`src/rtl/rshift_pkg.sv`:
```
// Shared types and constants for the right-shift request controller.
// Optional feature macro: RSHIFT_CTRL_STICKY_EN (adds a per-request sticky bit).
package rshift_pkg;

    localparam int RSHIFT_WIDTH = 4;
    localparam int RSHIFT_SEL_W = 2;

    // One queued shift request in its canonical layout.
    typedef struct packed {
        logic [RSHIFT_WIDTH-1:0] data;
        logic [RSHIFT_SEL_W-1:0] amt;
`ifdef RSHIFT_CTRL_STICKY_EN
        logic                    sticky;
`endif
    } rshift_req_t;

    // Output holding register state: empty or holding a result.
    typedef enum logic {
        ST_EMPTY = 1'b0,
        ST_FULL  = 1'b1
    } rshift_state_t;

endpackage

```
`src/rtl/rshift_req_fifo.sv`:
```
// Generic DEPTH x ENTRY_W synchronous FIFO with a combinational head view.
// The head reads zero while empty; all entries clear on reset.
module rshift_req_fifo #(
    parameter int DEPTH   = 2,
    parameter int ENTRY_W = 6
) (
    input  logic                     clk,
    input  logic                     rst_n,
    input  logic                     push,
    input  logic [ENTRY_W-1:0]       push_entry,
    input  logic                     pop,
    output logic [ENTRY_W-1:0]       head,
    output logic [$clog2(DEPTH):0]   count
);

    localparam int PTR_W = $clog2(DEPTH);
    localparam logic [PTR_W-1:0] PTR_ONE = 1;
    localparam logic [PTR_W:0]   CNT_ONE = 1;

    logic [ENTRY_W-1:0] mem [DEPTH];
    logic [PTR_W-1:0]   wr_ptr;
    logic [PTR_W-1:0]   rd_ptr;

    // Storage, pointers and occupancy; pointers wrap naturally at DEPTH.
    always_ff @(posedge clk or negedge rst_n) begin
        if (!rst_n) begin
            wr_ptr <= '0;
            rd_ptr <= '0;
            count  <= '0;
            for (int i = 0; i < DEPTH; i++) begin
                mem[i] <= '0;
            end
        end else begin
            if (push) begin
                mem[wr_ptr] <= push_entry;
                wr_ptr      <= wr_ptr + PTR_ONE;
            end
            if (pop) begin
                rd_ptr <= rd_ptr + PTR_ONE;
            end
            case ({push, pop})
                2'b10:   count <= count + CNT_ONE;
                2'b01:   count <= count - CNT_ONE;
                default: count <= count;
            endcase
        end
    end

    assign head = (count != '0) ? mem[rd_ptr] : '0;

endmodule

```
`src/rtl/rshift_req_ctrl.sv`:
```
// Registered front end for the 4-bit combinational right barrel shifter.
// Requests are queued in a small FIFO, the FIFO head drives the shifter and
// the shifter result is captured into a holding register with valid/ready.
// Optional feature macro: RSHIFT_CTRL_STICKY_EN (adds out_sticky).
module rshift_req_ctrl
    import rshift_pkg::*;
#(
    parameter int WIDTH = RSHIFT_WIDTH,
    parameter int SEL_W = RSHIFT_SEL_W,
    parameter int DEPTH = 2
) (
    input  logic             clk,
    input  logic             rst_n,
    input  logic             in_valid,
    output logic             in_ready,
    input  logic [WIDTH-1:0] in_data,
    input  logic [SEL_W-1:0] in_amt,
    output logic [WIDTH-1:0] sh_data,
    output logic [SEL_W-1:0] sh_sel,
    input  logic [WIDTH-1:0] sh_result,
    output logic             out_valid,
    input  logic             out_ready,
    output logic [WIDTH-1:0] out_data,
`ifdef RSHIFT_CTRL_STICKY_EN
    output logic             out_sticky,
`endif
    output logic             busy
);

    localparam int CNT_W = $clog2(DEPTH) + 1;
    localparam logic [CNT_W-1:0] CNT_FULL = CNT_W'(DEPTH);
`ifdef RSHIFT_CTRL_STICKY_EN
    localparam int STICKY_W = 1;
`else
    localparam int STICKY_W = 0;
`endif
    localparam int ENTRY_W = WIDTH + SEL_W + STICKY_W;

    logic [ENTRY_W-1:0] push_entry;
    logic [ENTRY_W-1:0] head;
    logic [CNT_W-1:0]   count;
    logic               push;
    logic               load;
    rshift_state_t      state_q;
    rshift_state_t      state_d;
    logic [WIDTH-1:0]   out_data_p1;

`ifdef RSHIFT_CTRL_STICKY_EN
    logic               out_sticky_p1;

    // True when any bit below the shift amount is set, i.e. lost by the shift.
    function automatic logic shifted_out_any(input logic [WIDTH-1:0] d,
                                             input logic [SEL_W-1:0] a);
        logic any;
        any = 1'b0;
        for (int i = 0; i < WIDTH; i++) begin
            if (i < int'(a)) begin
                any = any | d[i];
            end
        end
        return any;
    endfunction

    assign push_entry = {in_data, in_amt, shifted_out_any(in_data, in_amt)};
`else
    assign push_entry = {in_data, in_amt};
`endif

    // in_ready is forced low during reset and never looks at a same-cycle pop.
    assign in_ready = rst_n && (count != CNT_FULL);
    assign push     = in_valid && in_ready;
    assign out_valid = (state_q == ST_FULL);
    assign load     = (count != '0) && (!out_valid || out_ready);

    rshift_req_fifo #(
        .DEPTH   (DEPTH),
        .ENTRY_W (ENTRY_W)
    ) u_fifo (
        .clk        (clk),
        .rst_n      (rst_n),
        .push       (push),
        .push_entry (push_entry),
        .pop        (load),
        .head       (head),
        .count      (count)
    );

    assign sh_sel  = head[STICKY_W +: SEL_W];
    assign sh_data = head[STICKY_W + SEL_W +: WIDTH];

    // Holding register state update.
    always_ff @(posedge clk or negedge rst_n) begin
        if (!rst_n) begin
            state_q <= ST_EMPTY;
        end else begin
            state_q <= state_d;
        end
    end

    // Next state: fill on load, empty when drained with nothing new to load.
    always_comb begin
        state_d = state_q;
        case (state_q)
            ST_EMPTY: if (load) state_d = ST_FULL;
            ST_FULL:  if (out_ready && !load) state_d = ST_EMPTY;
            default:  state_d = ST_EMPTY;
        endcase
    end

    // ---- stage p1: capture shifter result; hold it until the next load ----
    always_ff @(posedge clk or negedge rst_n) begin
        if (!rst_n) begin
            out_data_p1 <= '0;
        end else if (load) begin
            out_data_p1 <= sh_result;
        end
    end

`ifdef RSHIFT_CTRL_STICKY_EN
    // Sticky flag travels with its result under the same load/hold rule.
    always_ff @(posedge clk or negedge rst_n) begin
        if (!rst_n) begin
            out_sticky_p1 <= 1'b0;
        end else if (load) begin
            out_sticky_p1 <= head[0];
        end
    end

    assign out_sticky = out_sticky_p1;
`endif

    assign out_data = out_data_p1;
    assign busy     = (count != '0) || out_valid;

endmodule

```
`config.mk`:
```
export PLATFORM = sky130hd
export DESIGN_NAME = rshift_req_ctrl
export DESIGN_NICKNAME = d
export VERILOG_FILES = /design/src/rtl/rshift_pkg.sv /design/src/rtl/rshift_req_fifo.sv /design/src/rtl/rshift_req_ctrl.sv
export SDC_FILE = /design/constraint.sdc
export NUM_CORES = 1
export LEC_CHECK = 0
export CAP_MARGIN = 40
export CORE_MARGIN = 2
export CORE_UTILIZATION = 50
export DETAILED_ROUTE_END_ITERATION = 12
export PLACE_DENSITY_LB_ADDON = 0.3
export SLEW_MARGIN = 0
export SYNTH_ARGS = -nofsm -noshare
export SYNTH_HDL_FRONTEND = slang
export SYNTH_SLANG_ARGS = --single-unit
```
`constraint.sdc`:
```
create_clock -name clk -period 4.1 [get_ports clk]
set_clock_uncertainty 0.15 [all_clocks]
set_input_delay 0.41 -clock clk [delete_from_list [all_inputs] [get_ports clk]]
set_output_delay 0.41 -clock clk [all_outputs]
set_load 0.02 [all_outputs]
```
==> metrics, run 1 <==
status completed; post-place setup slack 1558 ps; count of cell types in the netlist 20; area share of the largest cell type after synthesis 53.44%; final hold violation count 0; Synthesized Nets between 80 and 90; sum of negative setup slack 0 ps; total grt overflow 0; fillcell total 143; vias in the first global route around 590; Yosys warnings 0; Setup Buffers After CTS 0; clk sinks 21; Die ar. between 2000 and 2500 sq um; clock insertion delay at the later pin of the skew report just under 300 ps; CP max stage delay just under 600 ps; Vert. Die Dim 48.35 microns; most common cell after layout, fill and taps aside clkdlybuf4s50_1; Iteration-0 DRC Markers 2; CTS tree yes; post-route setup slack ~1600 ps; Mean Syn Cell Area ~14 sq um; pin slew with the least headroom to its limit between 400 and 500 ps; Num CTS Buffers 3; first-pass iteration count of the detailed router 2; P_leak 0.5700 nW; Seq/Total Area, Yosys a little over half; EDFF count, synth 0; HP Class input pin to asynchronous set/reset pin; core area 1902 sq um; Synth area leaders dfrtp_1 (53%), mux2_2 (11%), mux2_4 (9.2%), mux2i_1 (6.1%), nor2_1 (2.7%); Main synth FF type dfrtp_1; DRT antenna net count 0; DP HPWL around 1200 microns; Slowest cell on crit path clkdlybuf4s50_1; startpoint type of the worst setup path input pin; GRT Util Overall between 15 and 20%; final-stage net count 114; drt wl/cell about 13 microns; slew margin rel. ~69%; Power Density ~800 nW/um^2; RSZ-0062 raised after global routing no; Detailed Route WL roughly 1600 microns; Chip Width 48.35 microns; drt via density 4.840; layout cells sized above 1 between 20% and 30%; maximum clock insertion buffer count 2; Vias a little over 600; Worst Path Class, Setup input pin to primary output; IO buf count 26; post-synthesis cell count 69; CP Data Required Time approximately 3500 ps; # DRC 0; first-pass GRT wire length between 2000 and 3000 microns; fmax a little under 400 MHz; I/O Pins 27; root buffer cell clkbuf_4; CP Capture Type primary output; final setup vio count 0; ys async rst share between 90% and 100%; Worst Path Arrival 1960 ps; Layout area overhead 31.81%; count of state elements after synthesis 21; period utilization about three fifths; VDD IR max between 500 and 600 uV; antenna violations before repair 0; CP most frequent cell clkdlybuf4s50_1; antenna cells 0; crit-path max FO 25; worst-path cell chain clkdlybuf4s50_1 -> buf_4 -> and2_2 -> clkdlybuf4s50_1; H-tree levels 1; Period minus WS final between 2000 and 3000 ps; post-CTS sizing 0; Multi-input gate area 434.2 sq um; effective utilization at floorplan roughly 52%; commonest cells after routing, fill and taps aside clkdlybuf4s50_1 (26), dfrtp_1 (21), mux2_2 (10); mapped cell area 983.4 sq um; FP Rows 16; routability cong. 0.6615; hold_buf cts 0; largest net degree at the start of global routing 26; max-cap viol count 0; WHS roughly 320 ps; Slew Limit Fails 0; post-synth top area cell dfrtp_1; reg-to-reg slack, setup between 2000 and 2500 ps; Worst-path clk slew between 100 and 150 ps; Seq. cell area 525.5 sq um
==> registers in the layout (all words and copies together) (netlist names) <==
signal / flops
u_fifo.wr_ptr: 1
u_fifo.count: 2
out_valid: 1
u_fifo.mem: 12
u_fifo.rd_ptr: 1
out_data: 4
==> cell usage after synthesis (2+ instances only) <==
cell type / instances
mux2_4: 6
nor2_1: 7
xnor2_1: 3
xor2_1: 2
mux2_2: 10
inv_1: 2
dfrtp_1: 21
mux2i_1: 6
==> cell families (layout without fill, tap and decap cells) <==
logic type,after synthesis,in the layout,share of synthesized area [%]
AOI/OAI and AO/OA,2,2,2.163
xor gates and xnor gates,5,5,4.454
adders and majority gates,1,1,1.272
buffers and inverters,4,33,2.417
DFF,21,21,53.43
muxes,22,22,26.72
and+or+nand+nor,14,14,9.542
==> routing by layer <==
layer / track usage, % / vias to the layer above / share of wire, %
met1: 21.44 / 299 / 46
met2: 25.69 / 10 / 50
met3: 3.395 / 2 / 3.2
li1: - / 294 / -
met5: 0 / - / 0
met4: 4.286 / 0 / 1.3
==> where the power goes <==
part | leakage [nW] | switching, W | total [W] | internal (W)
clock | 0.0177 | 0.0000576 | 0.0000938 | 0.0000361
sequential | 0.246 | 0.0000844 | 0.000397 | 0.000312
combinational | 0.307 | 0.000241 | 0.000557 | 0.000315
==> final timing paths <==
kind / cells after the start / start / to
max in group asynchronous: 2 / rst_n / out_data[1]$_DFFE_PN0P_
min in group clk: 1 / u_fifo.mem[0]$_DFFE_PN0P_ / u_fifo.mem[0]$_DFFE_PN0P_
max: 4 / rst_n / in_ready
min reg2reg: 1 / u_fifo.mem[0]$_DFFE_PN0P_ / u_fifo.mem[0]$_DFFE_PN0P_
max reg2reg: 6 / u_fifo.count[1]$_DFFE_PN0P_ / u_fifo.count[1]$_DFFE_PN0P_
min: 2 / rst_n / u_fifo.rd_ptr$_DFFE_PN0P_
==> stage by stage <==
step / cell area (sq um) / utilization [%] / power [W] / cells
final: 1296 / 68.16 / 0.001047 / 125
after floorplan: 983.4 / - / 0.0007553 / 69
after detailed placement: 1269 / 66.71 / 0.0009671 / 121
after CTS: 1296 / 68.16 / 0.001061 / 125
after global routing: 1296 / 68.16 / 0.001122 / 125
after global placement: 1269 / 66.71 / 0.0009485 / 121
==> final cells by class <==
| class | count | area share, % |
|---|---|---|
| multi-input cells | 44 | 33.49 |
| clock inverters | 1 | 0.3861 |
| clock buffers | 3 | 1.737 |
| inverters | 2 | 0.5792 |
| well taps | 27 | 2.606 |
| flip-flops and latches | 21 | 40.54 |
| repair buffers | 27 | 20.66 |
==> worst max-delay path: cells and delay by family <==
| family | cells | cell delay (ps) |
|---|---|---|
| buf+inv | 3 | 1340 |
| simple gates | 1 | 200 |
(Power assumes the default switching activity.)
==> run 2, diff against run 1 <==
CORE_UTILIZATION = 42   (was 50)
clock period = 2.25 ns   (was 4.1 ns; I/O delays follow)
==> metrics, run 2 (same netlist as run 1, synthesis figures left out) <==
status completed; routability cong. 0.6839 (+3.4%); CP max stage delay 600 ps (about the same); worst-path cell chain nand2b_4 -> and2_2 -> clkdlybuf4s50_1; GRT Util Overall 16.15% (+0.41 points); DP HPWL 1358 microns (+12%); effective utilization at floorplan 44.46% (-7.3 points); final hold violation count 0 (unchanged); antenna cells 0 (unchanged); utilization after layout 59.28% (-8.9 points); clock insertion delay at the later pin of the skew report 300 ps (about the same); Layout area overhead 33.33%; VDD IR max 771.1 uV (+39%); layout cells sized above 1 28.28% (+1.8 points); slew margin rel. 71.80% (+2.7 points); Detailed Route WL 1743 microns (+10%); Vert. Die Dim 52.39 microns (+8.4%); CP bufs+invs 1 (-2); Period minus WS final 2106 ps; first-pass GRT wire length 3146 microns (+10%); root buffer cell clkbuf_4; Crit path max-delay family buffers and inverters; Slowest cell on crit path clkdlybuf4s50_1; clk sinks 21 (unchanged); fmax 474.7 MHz; CP Data Required Time 1880 ps (-1660 ps); Num CTS Buffers 3 (unchanged); total power draw 0.001936 W (+85%); I/O Pins 27 (unchanged); final setup vio count 0 (unchanged); Setup Buffers After CTS 0 (unchanged); first-pass iteration count of the detailed router 4 (+2); HP Class input pin to asynchronous set/reset pin; Slew Limit Fails 0 (unchanged); sum of negative setup slack 0 ps (unchanged); # DRC 0 (unchanged); DRT antenna net count 0 (unchanged); Power Density 1476 nW/um^2 (+83%); Worst Path Arrival 1730 ps (-230 ps); IO buf count 26 (unchanged); commonest cells after routing, fill and taps aside clkdlybuf4s50_1 (26), dfrtp_1 (20), mux2_2 (10); H-tree levels 1 (unchanged); vias in the first global route 664 (+14%); WHS 140.9 ps (-178.3 ps); largest net degree at the start of global routing 13 (-50%); most flop-heavy register u_fifo.mem; post-place setup slack 253.7 ps (-1305 ps); FP Rows 17 (+1); antenna violations before repair 0 (unchanged); startpoint type of the worst setup path register; max reg flops 12 (unchanged); hold_buf cts 0 (unchanged); drt wl/cell 13.72 microns (+8.4%); Iteration-0 DRC Markers 1 (-1); crit-path max FO 4 (-84%); most common cell after layout, fill and taps aside clkdlybuf4s50_1; maximum clock insertion buffer count 2 (unchanged); pin slew with the least headroom to its limit 422.7 ps (-40.66 ps); CTS tree yes; Vias 614 (+1.5%); CP Capture Type primary output; P_leak 0.5745 nW (+0.80%); Worst-path clk slew 120 ps (about the same); drt via density 4.835 (-0.11%); total grt overflow 0 (unchanged); Worst Path Class, Setup register to primary output; period utilization roughly 94%; post-route setup slack 143.6 ps (-1440 ps); max-cap viol count 0 (unchanged); final-stage net count 115 (+0.88%); Die ar. 2745 sq um (+17%); core area 2212 sq um (+16%); Chip Width 52.39 microns (+8.4%); RSZ-0062 raised after global routing no
-- run 2: cell count changes in the layout (fill, tap and decap cells not counted) --
cell / delta
nor2_2: -1
dfrtp_1: -1
buf_4: +1
nor2_4: +1
dfrtp_2: +1
-- run 2: final cells by class --
type,count,area [sq um]
Inverter,2,7.507
Sequential cell,21,526.8
Clock inverter,1,5.005
Fill cell,200,900.9
Multi-Input combinational cell,44,439.2
Timing Repair Buffer,28,275.3
Clock buffer,3,22.52
Tap cell,28,35.03
-- run 2: metrics by stage --
stage          cell area, sq um  std cells
3_3_place_gp               1277        123
3_5_place_dp               1277        123
6_report                   1311        127
2_1_floorplan             983.4         69
5_1_grt                    1311        127
4_1_cts                    1305        127
-- run 2: worst paths after layout --
check | startpoint | end | slack (ps) | cells past startpoint
max | u_fifo.count[0]$_DFFE_PN0P_ | in_ready | 140 | 3
min | rst_n | u_fifo.wr_ptr$_DFFE_PN0N_ | 140 | 2
max reg2reg | u_fifo.count[0]$_DFFE_PN0P_ | u_fifo.mem[9]$_DFFE_PN0P_ | 490 | 3
min reg2reg | u_fifo.mem[3]$_DFFE_PN0P_ | u_fifo.mem[3]$_DFFE_PN0P_ | 370 | 1
max in group asynchronous | rst_n | u_fifo.rd_ptr$_DFFE_PN0P_ | 1640 | 2
min in group clk | out_ready | out_valid$_DFF_PN0_ | 350 | 2
-- run 2: power breakdown --
group          total (W)  internal [W]  switching [W]  leakage, nW
Sequential      0.000736      0.000571       0.000164        0.245
Clock           0.000176     0.0000661       0.000110       0.0177
Combinational    0.00102      0.000579       0.000445        0.312
-- run 2: layer usage --
metal	share of wire, %	routed length (microns)	GRT usage (%)
met5	0	0	0
met4	0.75	13	8.547
met3	4.1	72	3.143
met2	50	863	25.00
met1	45	793	21.26
-- run 2: what timing repair did --
item	4_1_cts	5_1_grt
gates resized for setup	0	2
endpoints found under the setup margin	0	7
hold endpoints to repair	0	0
==> run 3, diff against run 2 <==
--- a/constraint.sdc
+++ b/constraint.sdc
@@ -3,3 +3,3 @@
 set_input_delay 0.225 -clock clk [delete_from_list [all_inputs] [get_ports clk]]
 set_output_delay 0.225 -clock clk [all_outputs]
-set_load 0.02 [all_outputs]
+set_load 0.05 [all_outputs]
==> metrics, run 3 (same netlist as run 1, synthesis figures left out) <==
status completed; Crit path max-delay family buffers and inverters; Setup Buffers After CTS 0 (unchanged); routability cong. 0.7111 (+4.0%); Detailed Route WL 1646 microns (-5.6%); reg-to-reg slack, setup 510 ps (+20 ps); fmax 487.1 MHz (+2.6%); commonest cells after routing, fill and taps aside dfrtp_1 (21), clkdlybuf4s50_1 (19), mux2_2 (10); final hold violation count 0 (unchanged); slew margin rel. 66.57% (-5.2 points); effective utilization at floorplan 44.46% (unchanged); CP bufs+invs 1 (unchanged); core area 2212 sq um (unchanged); Num CTS Buffers 3 (unchanged); layout cells sized above 1 34.00% (+5.7 points); I/O Pins 27 (unchanged); Slew Limit Fails 0 (unchanged); GRT Util Overall 13.88% (-2.3 points); startpoint type of the worst setup path register; root buffer cell clkbuf_4; max reg flops 12 (unchanged); post-CTS sizing 0 (unchanged); antenna cells 0 (unchanged); final-stage net count 116 (+0.87%); Vert. Die Dim 52.39 microns (unchanged); worst-path cell chain nor2_2 -> nand2_1 -> clkdlybuf4s50_1; antenna violations before repair 0 (unchanged); max-cap viol count 0 (unchanged); Layout area overhead 32.82%; CP Capture Type primary output; Chip Width 52.39 microns (unchanged); H-tree levels 1 (unchanged); drt via density 4.891 (+1.2%); drt wl/cell 12.86 microns (-6.3%); worst r2r dst u_fifo.count[1]$_DFFE_PN0P_; # DRC 0 (unchanged); sum of negative setup slack 0 ps (unchanged); HP Class input pin to asynchronous set/reset pin; most flop-heavy register u_fifo.mem; Slowest cell on crit path clkdlybuf4s50_1; hold_buf cts 0 (unchanged); total grt overflow 0 (unchanged); Vias 626 (+2.0%); CTS tree yes; pin slew with the least headroom to its limit 499.8 ps (+77.16 ps); period utilization 91.24% (-2.4 points); R2R depth 6 (+3); FP Rows 17 (unchanged); RSZ-0062 raised after global routing no; Worst-path clk slew 110 ps (about the same); Worst Path Class, Setup register to primary output; clk sinks 21 (unchanged); CP max stage delay 790 ps (+190 ps); Worst Path Arrival 1680 ps (-50 ps); CP Data Required Time 1880 ps (about the same); vias in the first global route 603 (-9.2%); DRT antenna net count 0 (unchanged); crit-path max FO 3 (-1); Period minus WS final 2053 ps (-53.53 ps); clock insertion delay at the later pin of the skew report 280 ps (-20 ps); most common cell after layout, fill and taps aside dfrtp_1; first-pass iteration count of the detailed router 4 (unchanged); first-pass GRT wire length 2822 microns (-10%); DP HPWL 1243 microns (-8.5%); Iteration-0 DRC Markers 5 (+4); R2R Path Start u_fifo.count[1]$_DFFE_PN0P_; largest net degree at the start of global routing 18 (+5); Die ar. 2745 sq um (unchanged); WHS 141.1 ps (+0.1930 ps); final setup vio count 0 (unchanged); maximum clock insertion buffer count 2 (unchanged); IO buf count 26 (unchanged)
==> run 3: cell types whose count changed in the layout (fill, tap and decap cells not counted) <==
cell and change:
buf_12 +1, buf_4 +7, clkbuf_1 +1, clkdlybuf4s50_1 -7, clkinv_2 -1, dfrtp_1 +1, dfrtp_2 -1, nor2_2 +1
nor2_4 -1
==> run 3: area by class of cell <==
class	instances	area, sq um
Multi-Input combinational cell	44	434.2
Clock buffer	4	26.28
Tap cell	28	35.03
Fill cell	202	905.9
Timing Repair Buffer	29	277.8
Sequential cell	21	525.5
Inverter	2	7.507
==> run 3: how the worst max path moves through the flow <==
stage	startpoint	to	slack, ps	depth (start not counted)
6_report	u_fifo.count[1]$_DFFE_PN0P_	busy	200	3
5_1_grt	u_fifo.count[1]$_DFFE_PN0P_	busy	90	3
4_1_cts	u_fifo.count[1]$_DFFE_PN0P_	busy	170	3
3_5_place_dp	in_valid	u_fifo.mem[7]$_DFFE_PN0P_	370	3
3_3_place_gp	out_ready	u_fifo.count[1]$_DFFE_PN0P_	420	6
2_1_floorplan	u_fifo.rd_ptr$_DFFE_PN0P_	sh_data[0]	590	3
==> run 3: worst register-to-register path, delay by kind of cell, from the launching register on <==
family                     cells  cell delay [ps]
AOI/OAI and AO/OA              1              240
xor gates and xnor gates       1              140
adders and majority gates      1              310
buffers and inverters          1              170
DFF                            1              450
and+or+nand+nor                2              220
==> run 3: routing by layer <==
metal	part of all wire, %	routed length, microns	GRT usage (%)	up-vias
li1	-	-	-	301
met1	48	798	19.67	310
met2	46	761	22.29	13
met3	4.4	72	1.714	2
met4	0.79	13	3.846	0
met5	0	0	0	-
==> run 3: per-stage QoR <==
stage	util, %	setup slack (ps)	instances	cell area [sq um]
6_report	59.05	197.1	128	1306
5_1_grt	59.05	94.53	128	1306
4_1_cts	59.05	170.3	128	1306
3_5_place_dp	57.86	374.3	124	1280
3_3_place_gp	57.86	419.0	124	1280
2_1_floorplan	-	593.7	69	983.4
Power of run 3 is not shown: default switching activity piles up to over one toggle a cycle in this logic, so the estimate is an artifact.
